<file path="config.mk">
export PLATFORM = sky130hd
export DESIGN_NAME = ysyx_24100005_mem_arbiter
export DESIGN_NICKNAME = d
export VERILOG_FILES = /design/src/rtl/ysyx_24100005_bus_pkg.sv /design/src/rtl/ysyx_24100005_rr_arb2.sv /design/src/rtl/ysyx_24100005_mem_arbiter.sv
export SDC_FILE = /design/constraint.sdc
export NUM_CORES = 1
export LEC_CHECK = 0
export ABC_AREA = 1
export CAP_MARGIN = 25
export CORE_MARGIN = 4
export CORE_UTILIZATION = 35
export DETAILED_ROUTE_END_ITERATION = 8
export PLACE_DENSITY = 0.8
export SLEW_MARGIN = 40
export SYNTH_ARGS = -nofsm -noshare
export SYNTH_HDL_FRONTEND = slang
export SYNTH_SLANG_ARGS = --single-unit
</file>
<file path="constraint.sdc">
create_clock -name clk -period 5.18 [get_ports clk]
set_input_delay 1.036 -clock clk [delete_from_list [all_inputs] [get_ports clk]]
set_output_delay 1.036 -clock clk [all_outputs]
set_load 0.05 [all_outputs]
</file>
<file path="src/rtl/ysyx_24100005_bus_pkg.sv">
// Shared types and constants for the NPC memory-port arbiter.
// Requester IDs double as the bit index into the arbiter's valid vector.
package ysyx_24100005_bus_pkg;

    localparam int ADDR_W_DEFAULT = 32;
    localparam int DATA_W_DEFAULT = 32;
    localparam int MASK_W_DEFAULT = 8;

    localparam logic REQ_IFU = 1'b0;
    localparam logic REQ_LSU = 1'b1;

    typedef enum logic [1:0] {
        ST_IDLE  = 2'd0,
        ST_ISSUE = 2'd1,
        ST_WAIT  = 2'd2
    } arb_state_e;

endpackage

</file>
<file path="src/rtl/ysyx_24100005_rr_arb2.sv">
// Two-way round-robin picker. Under contention the requester that lost
// last time wins; a lone requester always wins.
module ysyx_24100005_rr_arb2
    import ysyx_24100005_bus_pkg::*;
(
    input  logic [1:0] valid,
    input  logic       last_grant,
    output logic       grant,
    output logic       any_valid
);

    always_comb begin
        any_valid = |valid;
        if (&valid) begin
            grant = ~last_grant;
        end else if (valid[0]) begin
            grant = REQ_IFU;
        end else begin
            grant = REQ_LSU;
        end
    end

endmodule

</file>
<file path="src/rtl/ysyx_24100005_mem_arbiter.sv">
// Shares the single data-memory port between IFU and LSU: one transaction
// in flight, round-robin grant, response routed back to the recorded owner.
//
// state    | meaning
// ---------+-------------------------------------------------------------
// ST_IDLE  | no transaction; winner of the picker is accepted this cycle
// ST_ISSUE | latched request presented on mem_req_*, waiting for ready
// ST_WAIT  | request taken by memory, waiting for mem_resp_valid
module ysyx_24100005_mem_arbiter
    import ysyx_24100005_bus_pkg::*;
#(
    parameter int ADDR_W = ADDR_W_DEFAULT,
    parameter int DATA_W = DATA_W_DEFAULT,
    parameter int MASK_W = MASK_W_DEFAULT
) (
    input  logic              clk,
    input  logic              rst,

    input  logic              ifu_req_valid,
    output logic              ifu_req_ready,
    input  logic [ADDR_W-1:0] ifu_addr,
    output logic              ifu_resp_valid,
    output logic [DATA_W-1:0] ifu_rdata,

    input  logic              lsu_req_valid,
    output logic              lsu_req_ready,
    input  logic [ADDR_W-1:0] lsu_addr,
    input  logic              lsu_wen,
    input  logic [DATA_W-1:0] lsu_wdata,
    input  logic [MASK_W-1:0] lsu_wmask,
    output logic              lsu_resp_valid,
    output logic [DATA_W-1:0] lsu_rdata,

    output logic              mem_req_valid,
    input  logic              mem_req_ready,
    output logic [ADDR_W-1:0] mem_addr,
    output logic              mem_wen,
    output logic [DATA_W-1:0] mem_wdata,
    output logic [MASK_W-1:0] mem_wmask,
    input  logic              mem_resp_valid,
    input  logic [DATA_W-1:0] mem_rdata,

    output logic              err
);

    arb_state_e        state;
    arb_state_e        state_nxt;

    logic              grant;
    logic              any_valid;
    logic              accept;
    logic              last_grant;
    logic              owner;

    logic [ADDR_W-1:0] addr_q;
    logic              wen_q;
    logic [DATA_W-1:0] wdata_q;
    logic [MASK_W-1:0] wmask_q;
    logic              err_q;

    ysyx_24100005_rr_arb2 u_rr_arb2 (
        .valid      ({lsu_req_valid, ifu_req_valid}),
        .last_grant (last_grant),
        .grant      (grant),
        .any_valid  (any_valid)
    );

    // Ready is gated by rst so that no requester sees a handshake while the
    // arbiter is held in reset.
    assign accept = (state == ST_IDLE) && any_valid && !rst;

    always_ff @(posedge clk or posedge rst) begin
        if (rst) begin
            state <= ST_IDLE;
        end else begin
            state <= state_nxt;
        end
    end

    always_comb begin
        state_nxt = state;
        case (state)
            ST_IDLE:  if (any_valid)      state_nxt = ST_ISSUE;
            ST_ISSUE: if (mem_req_ready)  state_nxt = ST_WAIT;
            ST_WAIT:  if (mem_resp_valid) state_nxt = ST_IDLE;
            default:                      state_nxt = ST_IDLE;
        endcase
    end

    always_ff @(posedge clk or posedge rst) begin
        if (rst) begin
            last_grant <= REQ_LSU;
            owner      <= REQ_IFU;
            addr_q     <= '0;
            wen_q      <= 1'b0;
            wdata_q    <= '0;
            wmask_q    <= '0;
            err_q      <= 1'b0;
        end else begin
            if (accept) begin
                last_grant <= grant;
                owner      <= grant;
                if (grant == REQ_LSU) begin
                    addr_q  <= lsu_addr;
                    wen_q   <= lsu_wen;
                    wdata_q <= lsu_wdata;
                    wmask_q <= lsu_wmask;
                end else begin
                    addr_q  <= ifu_addr;
                    wen_q   <= 1'b0;
                    wdata_q <= '0;
                    wmask_q <= '0;
                end
            end
            // A response with nothing outstanding is a protocol fault on the
            // memory side; it is dropped and flagged until the next reset.
            if (mem_resp_valid && (state != ST_WAIT)) begin
                err_q <= 1'b1;
            end
        end
    end

    always_comb begin
        ifu_req_ready  = 1'b0;
        lsu_req_ready  = 1'b0;
        ifu_resp_valid = 1'b0;
        lsu_resp_valid = 1'b0;
        ifu_rdata      = '0;
        lsu_rdata      = '0;
        mem_req_valid  = 1'b0;

        if (accept) begin
            ifu_req_ready = (grant == REQ_IFU);
            lsu_req_ready = (grant == REQ_LSU);
        end

        if (state == ST_ISSUE) begin
            mem_req_valid = 1'b1;
        end

        if ((state == ST_WAIT) && mem_resp_valid) begin
            if (owner == REQ_IFU) begin
                ifu_resp_valid = 1'b1;
                ifu_rdata      = mem_rdata;
            end else begin
                lsu_resp_valid = 1'b1;
                lsu_rdata      = mem_rdata;
            end
        end
    end

    assign mem_addr  = addr_q;
    assign mem_wen   = wen_q;
    assign mem_wdata = wdata_q;
    assign mem_wmask = wmask_q;
    assign err       = err_q;

endmodule

</file>
==> After elaboration in Yosys (flattened, before gate mapping) <==
Index checks and enable logic that the tools add are counted.
{ "classes": {"n_mux": 21, "reduce_logical": 9, "bitwise_logic": 2, "n_eq_ne": 6} }
{ "ops": {"columns": ["operator", "count"], "rows": [
  ["32-bit 2-to-1 mux", 6],
  ["1-bit 2-to-1 mux", 10],
  ["8-bit 2-to-1 mux", 1],
  ["2-bit inequality test (second input constant)", 4],
  ["2-bit 2-to-1 mux", 3],
  ["2-bit one-hot mux with 3 select lines", 1],
  ["1-bit logical AND", 4],
  ["3-bit AND reduction", 1],
  ["2-bit by 1-bit equality test with 1-bit output (second input constant)", 1],
  ["2-bit equality test (second input constant)", 1],
  ["2-bit zero test", 1],
  ["1-bit inverter", 2],
  ["2-bit AND reduction", 1],
  ["2-bit OR reduction", 1],
  ["1-bit zero test", 1]
]} }
{ "word_totals": {"inputBits": 143, "reg_bits": 78} }

==> Longest topological paths before layout <==
{ "depth": {"ltp_word": 4, "ltp_mapped": 9} }

==> Cells and area by module <==
A second synthesis with hierarchy kept.
{ "unflattened": {"cells_unflattened": 644, "area_unflattened_um2": 4356.7} }
{ "modules_own_cells": {"columns": ["module", "area_each_um2", "n_inst", "cells_per_inst"], "rows": [
  ["ysyx_24100005_mem_arbiter", 4339.2, 1, 640],
  ["ysyx_24100005_rr_arb2", 17.5, 1, 4]
]} }

==> Worst setup path before layout <==
OpenSTA, ideal clock, no wires.
{ "synth_timing": {"path_type": "input -> output", "start": "input rst", "end": "output ifu_req_ready", "t_required_ps": 4144, "arrival_time_ps": 3950, "cell_stages": 5, "path_slack_ps": 194, "n_path_buf": 2, "path_cell_list": "inv_1 -> nand3_4 -> buf_6 -> buf_6 -> nor2_1"} }
{ "synth_via": {"elab_chain_cells": 3} }
{ "synth_rtl": {"columns": ["item", "line", "source"], "rows": [
  ["from (decl)", "ysyx_24100005_mem_arbiter.sv:17", "input logic rst,"],
  ["1-bit zero test (no line)", null, null],
  ["1-bit logical AND", "ysyx_24100005_mem_arbiter.sv:70", "assign accept = (state == ST_IDLE) && any_valid && !rst;"],
  ["1-bit 2-to-1 mux", "ysyx_24100005_mem_arbiter.sv:132", "if (accept) begin"],
  ["to (decl)", "ysyx_24100005_mem_arbiter.sv:20", "output logic ifu_req_ready,"]
]} }
Every way passes these cells.

==> Worst setup path after layout <==
{ "layout_timing": {"start": "input mem_resp_valid", "end": "output lsu_rdata[26]"} }
{ "layout_via": {"elab_chain_cells": 2} }
{ "layout_rtl": {"columns": ["item", "line", "source"], "rows": [
  ["from (decl)", "ysyx_24100005_mem_arbiter.sv:40", "input logic mem_resp_valid,"],
  ["1-bit logical AND", "ysyx_24100005_mem_arbiter.sv:141", "if ((state == ST_WAIT) && mem_resp_valid) begin"],
  ["32-bit 2-to-1 mux", "ysyx_24100005_mem_arbiter.sv:141", null],
  ["to (decl)", "ysyx_24100005_mem_arbiter.sv:32", "output logic [DATA_W-1:0] lsu_rdata,"]
]} }
Every way passes these cells.

==> flow_summary.json <==
{
  "status": "finished, final reports clean",
  "relSlewSlack_pct": 51.3,
  "finalHoldViolCount": 0,
  "setup_tns_ns": 0,
  "syn_avg_cell_area_um2": 7.07,
  "ys_seq_area_share_pct": 49.7,
  "max_freq_mhz": 241,
  "holdCritPathClass": "reg2reg",
  "grt_max_degree": 117,
  "dp_slack_ns": 0.903,
  "r2r_start": "last_grant",
  "switching_power_mw": 2.04,
  "slew_viol_final": 0,
  "timing.hold.ws_ns": 0.474,
  "vias": 4476,
  "detailed_place_hpwl_um": 11200,
  "syn_nets": 699,
  "setup_ws_ns": 1.02,
  "drive_gt1_share_pct": 3.87,
  "hold_start": "last_grant",
  "end_kind": "output port",
  "numCtsBuffers": 9,
  "tightest_slew_ns": 0.730,
  "overflow": 0,
  "rsz0062_at_grt": "false",
  "cp-startpoint": "mem_resp_valid",
  "cts_root_buf": "clkbuf_16",
  "crit_type": "in2out",
  "num_io_pins": 286,
  "p_sw_share_pct": 50.0,
  "diodes": 0,
  "fp.dieW_um": 114,
  "placeableCoreArea_um2": 10900,
  "startpoint_type": "input pin",
  "cts.sinks": 78,
  "cts-hold-fix-buffers": 0,
  "clk_latency_ns": 0.33,
  "crit_fanout": 33,
  "cts_resized": 0,
  "totalWireLength_um": 14300,
  "cts_tree": "yes",
  "portBuffers": 285,
  "arrival_ns": 3.12,
  "power_frac_seq_pct": 25.4,
  "die_area_um2": 13000,
  "fin_nets": 964,
  "ys_types": 17,
  "synth_cells": 556,
  "dr.pass1.iters": 5,
  "cts.clk_slew.worst_paths_ns": 0.06,
  "clockBufferDepth": 2,
  "peakVddDrop_mv": 0.334,
  "period_minus_slack_ns": 4.16,
  "clock_skew_ns": 0.00789,
  "antenna_found_initial": 0,
  "p_leak_nw": 3.46,
  "htreeDepth": 3,
  "power.density_nw_per_um2": 573,
  "grtUsageTotal_pct": 21.8,
  "postRouteAntennaNets": 0,
  "route.detailed.drc": 0,
  "cap_violations": 0,
  "fin_crit_sh_pct": 80.2,
  "grt_pass1_wl_um": 22500,
  "vias_per_cell": 4.63,
  "rows": 38,
  "ys_warn_count": 0,
  "pwr-share-comb_pct": 58.8,
  "syn_to_final_growth_pct": 81.5,
  "avgRoutedWirePerCell_um": 14.8,
  "power_frac_clock_pct": 15.8,
  "synth-seq-cells": 78,
  "grt_pass1_vias": 4496,
  "start_util_pct": 35.9,
  "fp.dieH_um": 114,
  "syn_area_um2": 3930,
  "place_congestion": 0.836,
  "worst_ep_required_time_ns": 4.14,
  "cts_setup_buffers": 0,
  "drt_iter0_markers": 224,
  "p_int_mw": 2.04,
  "setup_viol": 0
}
cell usage after synthesis, drive strengths merged:
cell type    n  share of area (%)
nand2      254                 24
nand3       34                4.6
a21o         1               0.19
dfstp        1               0.67
inv         42                4.0
nor2        68                6.5
o21ai       42                5.3
clkbuf      11                1.1
buf         25                4.1
dfrtp       77                 49
o31ai        1               0.19
power by group through the flow:
| stage | Clock (mW) | Combinational, mW | Sequential (mW) |
|---|---|---|---|
| after floorplan | 0 | 0.647 | 1.94 |
| after global placement | 0 | 2.39 | 1.03 |
| after detailed placement | 0 | 2.42 | 1.05 |
| after CTS | 0.661 | 2.43 | 1.04 |
| after global routing | 0.688 | 2.54 | 1.07 |
| final | 0.644 | 2.40 | 1.04 |
critical path, stage by stage:
cell and delay [ns]:
clkdlybuf4s50_1 0.49, nand3_1 0.10, inv_1 0.08, nand2_2 0.33
nor2_1 0.24, clkdlybuf4s50_1 0.83
placed cells by master (no fill, tap or decap), types with 2 or more instances in the layout:
| cell | count |
|---|---|
| o21ai_1 | 12 |
| clkbuf_16 | 9 |
| buf_6 | 2 |
| inv_2 | 3 |
| o21ai_0 | 30 |
| clkinv_2 | 2 |
| nand2_1 | 251 |
| nand2_2 | 3 |
| clkdlybuf4s50_1 | 283 |
| nand3_1 | 33 |
| buf_12 | 2 |
| buf_4 | 3 |
| dfrtp_1 | 77 |
| nor2_1 | 68 |
| inv_6 | 2 |
| inv_1 | 38 |
cell families after synthesis:
family,count (synthesis),share of synthesized area [%]
compound gates,44,5.73
flops,78,49.7
buf+inv,78,9.13
simple gates,356,35.5
cell type report:
class | count | area [µm²]
Clock buffer | 10 | 239
Clock inverter | 6 | 68.8
Fill cell | 961 | 3800
Inverter | 42 | 159
Multi-Input combinational cell | 400 | 1620
Sequential cell | 78 | 1950
Tap cell | 140 | 175
Timing Repair Buffer | 290 | 2920
registers in the layout, indices dropped and copies added (netlist names):
signal and count:
err 1, owner 1, mem_addr 32, mem_wmask 8, mem_wen 1, mem_wdata 32, state 2, last_grant 1
per-layer routing:
metal | GRT usage [%] | vias to the layer above | share of wire, %
met4 | 11.0 | 0 | 4.0
met2 | 39.5 | 230 | 52
met5 | 0 | - | 0
met1 | 22.3 | 2000 | 34
li1 | - | 2211 | -
met3 | 7.43 | 35 | 10
path summary, 6_finish.rpt:
kind,endpoint,slack [ns],cells past startpoint
worst max-delay path,lsu_rdata[26],1.02,6
worst min-delay path,last_grant,0.47,2
worst max register to register,mem_addr[18],3.10,8
worst min register to register,last_grant,0.47,2
max in group asynchronous,mem_addr[9],3.44,3
min in group asynchronous,mem_wdata[2],1.27,3
metrics by stage:
| step | instance area (µm²) | instances | power, mW | utilization [%] |
|---|---|---|---|---|
| 2_1_floorplan | 3930 | 556 | 2.59 | - |
| 3_3_place_gp | 6820 | 950 | 3.43 | 62.4 |
| 3_5_place_dp | 6830 | 950 | 3.47 | 62.4 |
| 4_1_cts | 7140 | 966 | 4.13 | 65.3 |
| 5_1_grt | 7140 | 966 | 4.30 | 65.3 |
| 6_report | 7140 | 966 | 4.09 | 65.3 |
(Power assumes the default switching activity.)
